==> config.mk <==
export PLATFORM = sky130hd
export DESIGN_NAME = if_id_buffer
export DESIGN_NICKNAME = d
export VERILOG_FILES = /design/src/rtl/if_id_buffer.sv
export SDC_FILE = /design/constraint.sdc
export NUM_CORES = 1
export LEC_CHECK = 0
export CORE_MARGIN = 2
export CORE_UTILIZATION = 45
export CTS_CLUSTER_SIZE = 40
export DETAILED_ROUTE_END_ITERATION = 6
export PLACE_DENSITY = 0.83
export SLEW_MARGIN = 20
export SYNTH_ARGS = -nofsm -noshare
export SYNTH_HDL_FRONTEND = slang
export SYNTH_SLANG_ARGS = --single-unit
==> constraint.sdc <==
create_clock -name clk -period 2.35 [get_ports clk]
set_input_delay 0.47 -clock clk [delete_from_list [all_inputs] [get_ports clk]]
set_output_delay 0.47 -clock clk [all_outputs]
set_load 0.02 [all_outputs]
==> src/rtl/if_id_buffer.sv <==
// if_id_buffer: 2-entry fetch-to-decode FIFO with flush and NOP insertion.
// Define IFID_BUBBLE_CNT_EN to add the saturating bubble_cnt output.
module if_id_buffer #(
  parameter int          DEPTH     = 2,
  parameter logic [15:0] NOP_INSTR = 16'h0800
) (
  input  logic        clk,
  input  logic        rst,
  input  logic [15:0] PCInc_in,
  input  logic [15:0] Instr_in,
  input  logic        nop_in,
  input  logic        err_in,
  input  logic        Flush,
  input  logic        Stall_ID,
  input  logic        Dmem_Stall,
  output logic        En,
  output logic        Valid_out,
  output logic [15:0] PCInc_out,
  output logic [15:0] Instr_out,
`ifdef IFID_BUBBLE_CNT_EN
  output logic [15:0] bubble_cnt,
`endif
  output logic        err_out
);
  logic [15:0] pc_q    [DEPTH];
  logic [15:0] instr_q [DEPTH];
  logic        err_q   [DEPTH];
  logic        wp, rp;
  logic [1:0]  count;
  logic        full, ready, push, pop;

  always_comb begin
    full      = count == 2'd2;
    ready     = ~Stall_ID & ~Dmem_Stall;
    push      = ~nop_in & ~full & ~Flush;
    pop       = (count != 2'd0) & ready & ~Flush;
    En        = ~full;
    Valid_out = count != 2'd0;
    PCInc_out = Valid_out ? pc_q[rp] : 16'h0000;
    Instr_out = Valid_out ? instr_q[rp] : NOP_INSTR;
    err_out   = Valid_out & err_q[rp];
  end

  always_ff @(posedge clk) begin
    if (!rst) begin
      count <= 2'd0;
      wp    <= 1'b0;
      rp    <= 1'b0;
      for (int i = 0; i < DEPTH; i++) begin
        pc_q[i]    <= 16'h0000;
        instr_q[i] <= 16'h0000;
        err_q[i]   <= 1'b0;
      end
    end else if (Flush) begin
      count <= 2'd0;
      wp    <= 1'b0;
      rp    <= 1'b0;
    end else begin
      if (push) begin
        pc_q[wp]    <= PCInc_in;
        instr_q[wp] <= Instr_in;
        err_q[wp]   <= err_in;
        wp          <= ~wp;
      end
      if (pop) rp <= ~rp;
      count <= count + 2'(push) - 2'(pop);
    end
  end

`ifdef IFID_BUBBLE_CNT_EN
  // Counts decode-idle cycles; Flush deliberately leaves it alone.
  always_ff @(posedge clk) begin
    if (!rst) bubble_cnt <= 16'h0000;
    else if (ready && count == 2'd0 && bubble_cnt != 16'hFFFF) bubble_cnt <= bubble_cnt + 16'd1;
  end
`endif
endmodule

==> results of run 1 <==
worst reg2reg max path, stage by stage (launching register included):
cell and delay, ps:
dfxtp_1 400, and2b_4 250, or2_2 300, ha_1 280
inv_1 40, ha_1 170, xor2_1 150, and2_1 160
nor3_1 110
metrics by stage:
| stage | area [µm²] | power [mW] |
|---|---|---|
| 2_1_floorplan | 3231 | 1.582 |
| 3_3_place_gp | 4182 | 1.724 |
| 3_5_place_dp | 4182 | 1.734 |
| 4_1_cts | 4333 | 2.496 |
| 5_1_grt | 4335 | 2.577 |
| 6_report | 4335 | 2.468 |
state kept, by name, indices dropped and copies added, names as in the netlist, named ones only:
name	count
instr_q	32
pc_q	32
count	2
err_q	2
rp	1
wp	1
cell families after synthesis:
kind of cell             Yosys count  share of synthesized area
AO/OA/AOI/OAI                      5                   0.008519
flip-flops                        71                     0.6383
AND/OR/NAND/NOR                  116                     0.2045
XOR/XNOR                           1                   0.002712
multiplexers                      35                     0.1084
adder cells (fa/ha/maj)            2                   0.007745
buffers and inverters             18                    0.02982
layout make-up:
class	instances	area, µm²	share of cell area
inverters	5	18.77	0.004329
clock inverters	5	27.53	0.006349
multi-input cells	159	1094	0.2522
flip-flops and latches	71	2063	0.4759
clock buffers	9	123.9	0.02857
well taps	96	120.1	0.02771
repair buffers	87	888.4	0.2049
worst min-delay path by stage:
stage,from,endpoint,slack (ps),cells past startpoint
2_1_floorplan,err_q[1],err_q[1],440,2
3_3_place_gp,err_q[1],err_q[1],450,2
3_5_place_dp,err_q[1],err_q[1],470,2
4_1_cts,err_q[1],err_q[1],480,2
5_1_grt,err_q[1],err_q[1],500,2
6_report,err_q[1],err_q[1],470,2
power by group through the flow:
stage | Clock, mW | Sequential, mW | Combinational (mW)
finish | 0.766 | 1.45 | 0.249
global route | 0.848 | 1.46 | 0.270
CTS | 0.788 | 1.45 | 0.253
detailed placement | 0 | 1.48 | 0.252
global placement | 0 | 1.48 | 0.246
floorplan | 0 | 1.48 | 0.104
timing repair:
| item | in CTS | in global routing |
|---|---|---|
| endpoints found under the hold margin | 0 | 0 |
| endpoints found under the setup margin | 0 | 1 |
| resized for setup | 0 | 1 |
per-layer routing:
metal | wire length [µm] | track usage | vias to the layer above
met5 | 0 | 0 | -
met4 | 65 | 0.05923 | 0
met2 | 3216 | 0.2978 | 53
met1 | 2457 | 0.1991 | 945
li1 | - | - | 1020
met3 | 302 | 0.02985 | 6
synthesized netlist by cell type, types with 2 or more instances:
cell	count
edfxtp_1	64
nand2_1	5
buf_6	3
mux2i_1	35
clkbuf_1	5
and2_1	65
nor2_1	35
ha_1	2
dfxtp_1	7
buf_2	5
inv_1	5
a21oi_1	3
layout by cell type (no fill, tap or decap), drive strengths merged, types with 2 or more instances in the layout:
cell / n
a21oi: 3
nand2: 5
or2: 2
inv: 5
clkbuf: 9
nor2: 35
nor4: 2
nand2b: 2
edfxtp: 64
buf: 14
clkdlybuf4s50: 72
dfxtp: 7
mux2i: 35
ha: 2
clkinv: 4
and2: 65
==> flow_metrics.env, run 1 <==
export IMPL_ys_async_sr_fraction=0
export IMPL_rsz0062_at_grt="no"
export IMPL_yosysTopAreaCell="edfxtp_1"
export IMPL_worst_setup_path_type="flop to output pin"
export IMPL_synth_fp_nets=289
export IMPL_finalWorstSetupSlack_ps=48.54
export IMPL_first_iter_violations=53
export IMPL_synth_area_um2=3231
export IMPL_firstDrtPassIters=4
export IMPL_ys_warn_count=0
export IMPL_die_w_um=88.73
export IMPL_ys_types=26
export IMPL_synth_area_leaders="edfxtp_1 (59%), and2_1 (13%), mux2i_1 (11%)"
export IMPL_vias_per_cell=4.685
export IMPL_synth_ff_type="edfxtp_1"
export IMPL_numCtsBuffers=9
export IMPL_ios=74
export IMPL_clockBufferDepth=2
export IMPL_syn_inst=248
export IMPL_grt_pass1_wl_um=9694
export IMPL_regToRegStartpoint="count[0]"
export IMPL_timing_rr_end="count[1]"
export IMPL_row_count=30
export IMPL_clk_latency_ps=320
export IMPL_path_cells="nor2_4 -> buf_12 -> nor2_1 -> clkdlybuf4s50_1"
export IMPL_tightest_slew_ps=294.1
export IMPL_ir_drop_v=0.0002623
export IMPL_finalSetupViolations=0
export IMPL_p_clk_frac=0.310
export IMPL_antenna_left=0
export IMPL_cp_start_kind="flop"
export IMPL_wire_per_inst_um=13.99
export IMPL_maxCapViolations=0
export IMPL_period_minus_slack_ps=2301
export IMPL_p_leak_nw=1.570
export IMPL_num_antenna_cells=0
export IMPL_slew_headroom=0.8039
export IMPL_hold_viol=0
export IMPL_htree_levels=3
export IMPL_nets=374
export IMPL_grt_remaining_overflow=0
export IMPL_die_area_um2=7873
export IMPL_startpoint="count[1]"
export IMPL_maxSlewViolCount=0
export IMPL_placedCellCount=418
export IMPL_worst_setup_path_endpoint="PCInc_out[3]"
export IMPL_hold_buffers=0
export IMPL_cts_tree="yes"
export IMPL_drc_errors=0
export IMPL_reg2reg_slack_ps=400
export IMPL_cts_setup_buffers=0
export IMPL_gp_congestion=0.7990
export IMPL_dp_slack_ps=-75.03
export IMPL_io_buffers=73
export IMPL_fill_cells=540
export IMPL_path_depth=4
export IMPL_synth_edf_count=64
export IMPL_routed_wl_um=6042
export IMPL_drive_gt1_frac=0.1101
export IMPL_avgSynthCellArea_um2=13.03
export IMPL_root_buffer="clkbuf_8"
export IMPL_p_per_area_nw_per_um2=569.3
export IMPL_antenna_found_initial=0
export IMPL_cpPeakStageDelay_ps=630
export IMPL_post_route_util=0.6311
export IMPL_vias=2024
export IMPL_arrival_ps=1830
export IMPL_fin_setup_tns_ps=0
export IMPL_die_h_um=88.73
export IMPL_p_sw_mw=0.5349
export IMPL_core_area_um2=6869
export IMPL_grt_usage=0.1659
export IMPL_p_int_mw=1.933
export IMPL_synth_seq_area_share=0.6383
export IMPL_status="complete, no violations"
export IMPL_grt_pass1_vias=2091
export IMPL_worst_hold_slack_ps=473.3
export IMPL_cp_num_buf_inv=2
export IMPL_grt_max_degree=34
export IMPL_post_route_period_util=0.9793
export IMPL_synth_top_area_share=0.5949
export IMPL_hold_path_class="flop to flop"
export IMPL_critPathMaxFanout=28
export IMPL_fin_skew_ps=5.840
export IMPL_crit_family="buffers and inverters"
export IMPL_end_kind="output pin"
export IMPL_cp_data_required_time_ps=1880
export IMPL_slowest_stage="clkdlybuf4s50_1"
export IMPL_seqPwrFrac=0.589
export IMPL_clock_sinks=71
export IMPL_synth_seq_cells=71
export IMPL_stdcell_count=432
export IMPL_power_switching_share=0.2167
export IMPL_syn2layout_area_growth_pct=34.20
export IMPL_initial_core_util=0.4703
export IMPL_clk_pin_slew_worst_paths_ps=70
export IMPL_r2r_cells=8
export IMPL_comb_power_share=0.101
export IMPL_post_dp_hpwl_um=4154
export IMPL_clock_fmax_mhz=434.5
No activity file was read; power rests on OpenSTA's default activity.
==> run 2: changes to the inputs <==
--- a/config.mk
+++ b/config.mk
@@ -5,11 +5,13 @@
 export SDC_FILE = /design/constraint.sdc
 export NUM_CORES = 1
 export LEC_CHECK = 0
+export ABC_CLOCK_PERIOD_IN_PS = 2350
 export CORE_MARGIN = 2
 export CORE_UTILIZATION = 45
 export CTS_CLUSTER_SIZE = 40
 export DETAILED_ROUTE_END_ITERATION = 6
 export PLACE_DENSITY = 0.83
+export SETUP_SLACK_MARGIN = 0.2
 export SLEW_MARGIN = 20
 export SYNTH_ARGS = -nofsm -noshare
 export SYNTH_HDL_FRONTEND = slang
==> flow_metrics.env, run 2 (same netlist as run 1, synthesis figures left out) <==
export IMPL_hold_path_class="flop to flop"
export IMPL_numCtsBuffers=9
export IMPL_p_per_area_nw_per_um2=632.1
export IMPL_seqPwrFrac=0.523
export IMPL_vias_per_cell=4.789
export IMPL_worst_setup_path_type="primary input to flop"
export IMPL_ir_drop_v=0.0003380
export IMPL_hold_buffers=0
export IMPL_reg_top3="instr_q: 32 flops, pc_q: 32 flops"
export IMPL_maxSlewViolCount=0
export IMPL_grt_pass1_wl_um=9508
export IMPL_post_dp_hpwl_um=4194
export IMPL_antenna_found_initial=0
export IMPL_antenna_left=0
export IMPL_cp_start_kind="primary input"
export IMPL_vias=2088
export IMPL_grt_remaining_overflow=0
export IMPL_gp_congestion=0.7710
export IMPL_first_iter_violations=158
export IMPL_post_route_period_util=0.8696
export IMPL_layout_commonest_cell="and2_1"
export IMPL_arrival_ps=2310
export IMPL_p_sw_mw=0.6075
export IMPL_clk_pin_slew_worst_paths_ps=80
export IMPL_drive_gt1_frac=0.1176
export IMPL_power_switching_share=0.2187
export IMPL_fill_cells=536
export IMPL_htree_levels=3
export IMPL_clock_fmax_mhz=489.4
export IMPL_tightest_slew_ps=300.1
export IMPL_core_area_um2=6869
export IMPL_p_clk_frac=0.389
export IMPL_io_buffers=73
export IMPL_p_leak_nw=1.756
export IMPL_clock_sinks=71
export IMPL_cts_tree="yes"
export IMPL_clockBufferDepth=2
export IMPL_drc_errors=0
export IMPL_num_antenna_cells=0
export IMPL_hold_viol=0
export IMPL_layout_common_cells="and2_1 (65), edfxtp_1 (64), clkdlybuf4s50_1 (38)"
export IMPL_root_buffer="clkbuf_8"
export IMPL_wire_per_inst_um=13.85
export IMPL_rsz0062_at_grt="no"
export IMPL_grt_max_degree=34
export IMPL_die_area_um2=7873
export IMPL_grt_usage=0.1655
export IMPL_finalWorstSetupSlack_ps=306.5
export IMPL_syn2layout_area_growth_pct=36.02
export IMPL_initial_core_util=0.4703
export IMPL_worst_hold_slack_ps=472.2
export IMPL_firstDrtPassIters=4
export IMPL_row_count=30
export IMPL_slew_headroom=0.7999
export IMPL_p_int_mw=2.170
export IMPL_critPathMaxFanout=2
export IMPL_cp_data_required_time_ps=2620
export IMPL_nets=376
export IMPL_die_h_um=88.73
export IMPL_fin_skew_ps=6.989
export IMPL_routed_wl_um=6039
export IMPL_status="complete, no violations"
export IMPL_comb_power_share=0.088
export IMPL_finalSetupViolations=0
export IMPL_grt_pass1_vias=2090
export IMPL_ios=74
export IMPL_period_minus_slack_ps=2043
export IMPL_maxCapViolations=0
export IMPL_end_kind="flop"
export IMPL_clk_latency_ps=340
export IMPL_die_w_um=88.73
export IMPL_dp_slack_ps=-44.59
## run 2: cell types whose count changed in the layout (fill, tap and decap cells not counted), sizes merged
cell / previous run / this run
clkinv: 4 / 2
bufinv: 0 / 2
buf: 14 / 16
dlymetal6s2s: 1 / 2
inv: 5 / 6
clkdlybuf4s50: 72 / 38
dlygate4sd2: 0 / 33
clkbuf: 9 / 10
## run 2: final timing paths
kind         startpoint       end  slack, ps  depth (start not counted)
min reg2reg    err_q[1]  err_q[1]        470                          2
min            err_q[1]  err_q[1]        470                          2
max reg2reg    count[0]  count[1]        430                          8
max               Flush  count[1]        310                          9
## run 2: final cells by class
class | instances | area (µm²) | share of cell area
Clock buffer | 10 | 127.6 | 0.02904
Clock inverter | 6 | 93.84 | 0.02136
Inverter | 5 | 18.77 | 0.004271
Multi-Input combinational cell | 159 | 1094 | 0.2489
Sequential cell | 71 | 2063 | 0.4695
Tap cell | 96 | 120.1 | 0.02733
Timing Repair Buffer | 89 | 877.1 | 0.1996
## run 2: critical path, stage by stage
cell             delay [ps]
clkdlybuf4s50_1         410
or2_1                   250
or2_2                   280
ha_1                    270
inv_1                    40
ha_1                    170
xor2_1                  140
and2_1                  150
nor3_1                  120
## run 2: power by group through the flow
stage               clock network, mW  registers (mW)  logic [mW]
CTS                              1.10            1.45       0.248
finish                           1.08            1.45       0.243
detailed placement                  0            1.48       0.256
global placement                    0            1.48       0.250
floorplan                           0            1.48       0.105
global route                     1.14            1.46       0.266
## run 2: through the flow
step / instance area [µm²] / power [mW] / cells / utilization / TNS, ps
after floorplan: 3236 / 1.581 / 248 / - / 0
after global placement: 4209 / 1.728 / 420 / 0.6128 / 0
after detailed placement: 4209 / 1.739 / 420 / 0.6128 / -44.59
after CTS: 4389 / 2.806 / 436 / 0.6390 / 0
after global routing: 4394 / 2.867 / 436 / 0.6397 / 0
final: 4394 / 2.778 / 436 / 0.6397 / 0
## run 2: layer usage
layer  global-route usage  part of all wire  vias up  routed length [µm]
li1                     -                 -     1025                   -
met3              0.03825             0.048        9                 292
met5                    0                 0        -                   0
met2               0.2978              0.52       54                3127
met4              0.09091             0.023        0                 136
met1               0.1784              0.41     1000                2483
## run 2: what timing repair did
item,CTS,global route
gates resized for setup,33,2
setup endpoints to repair,34,2
pin swaps,0,0
setup buffers,0,0
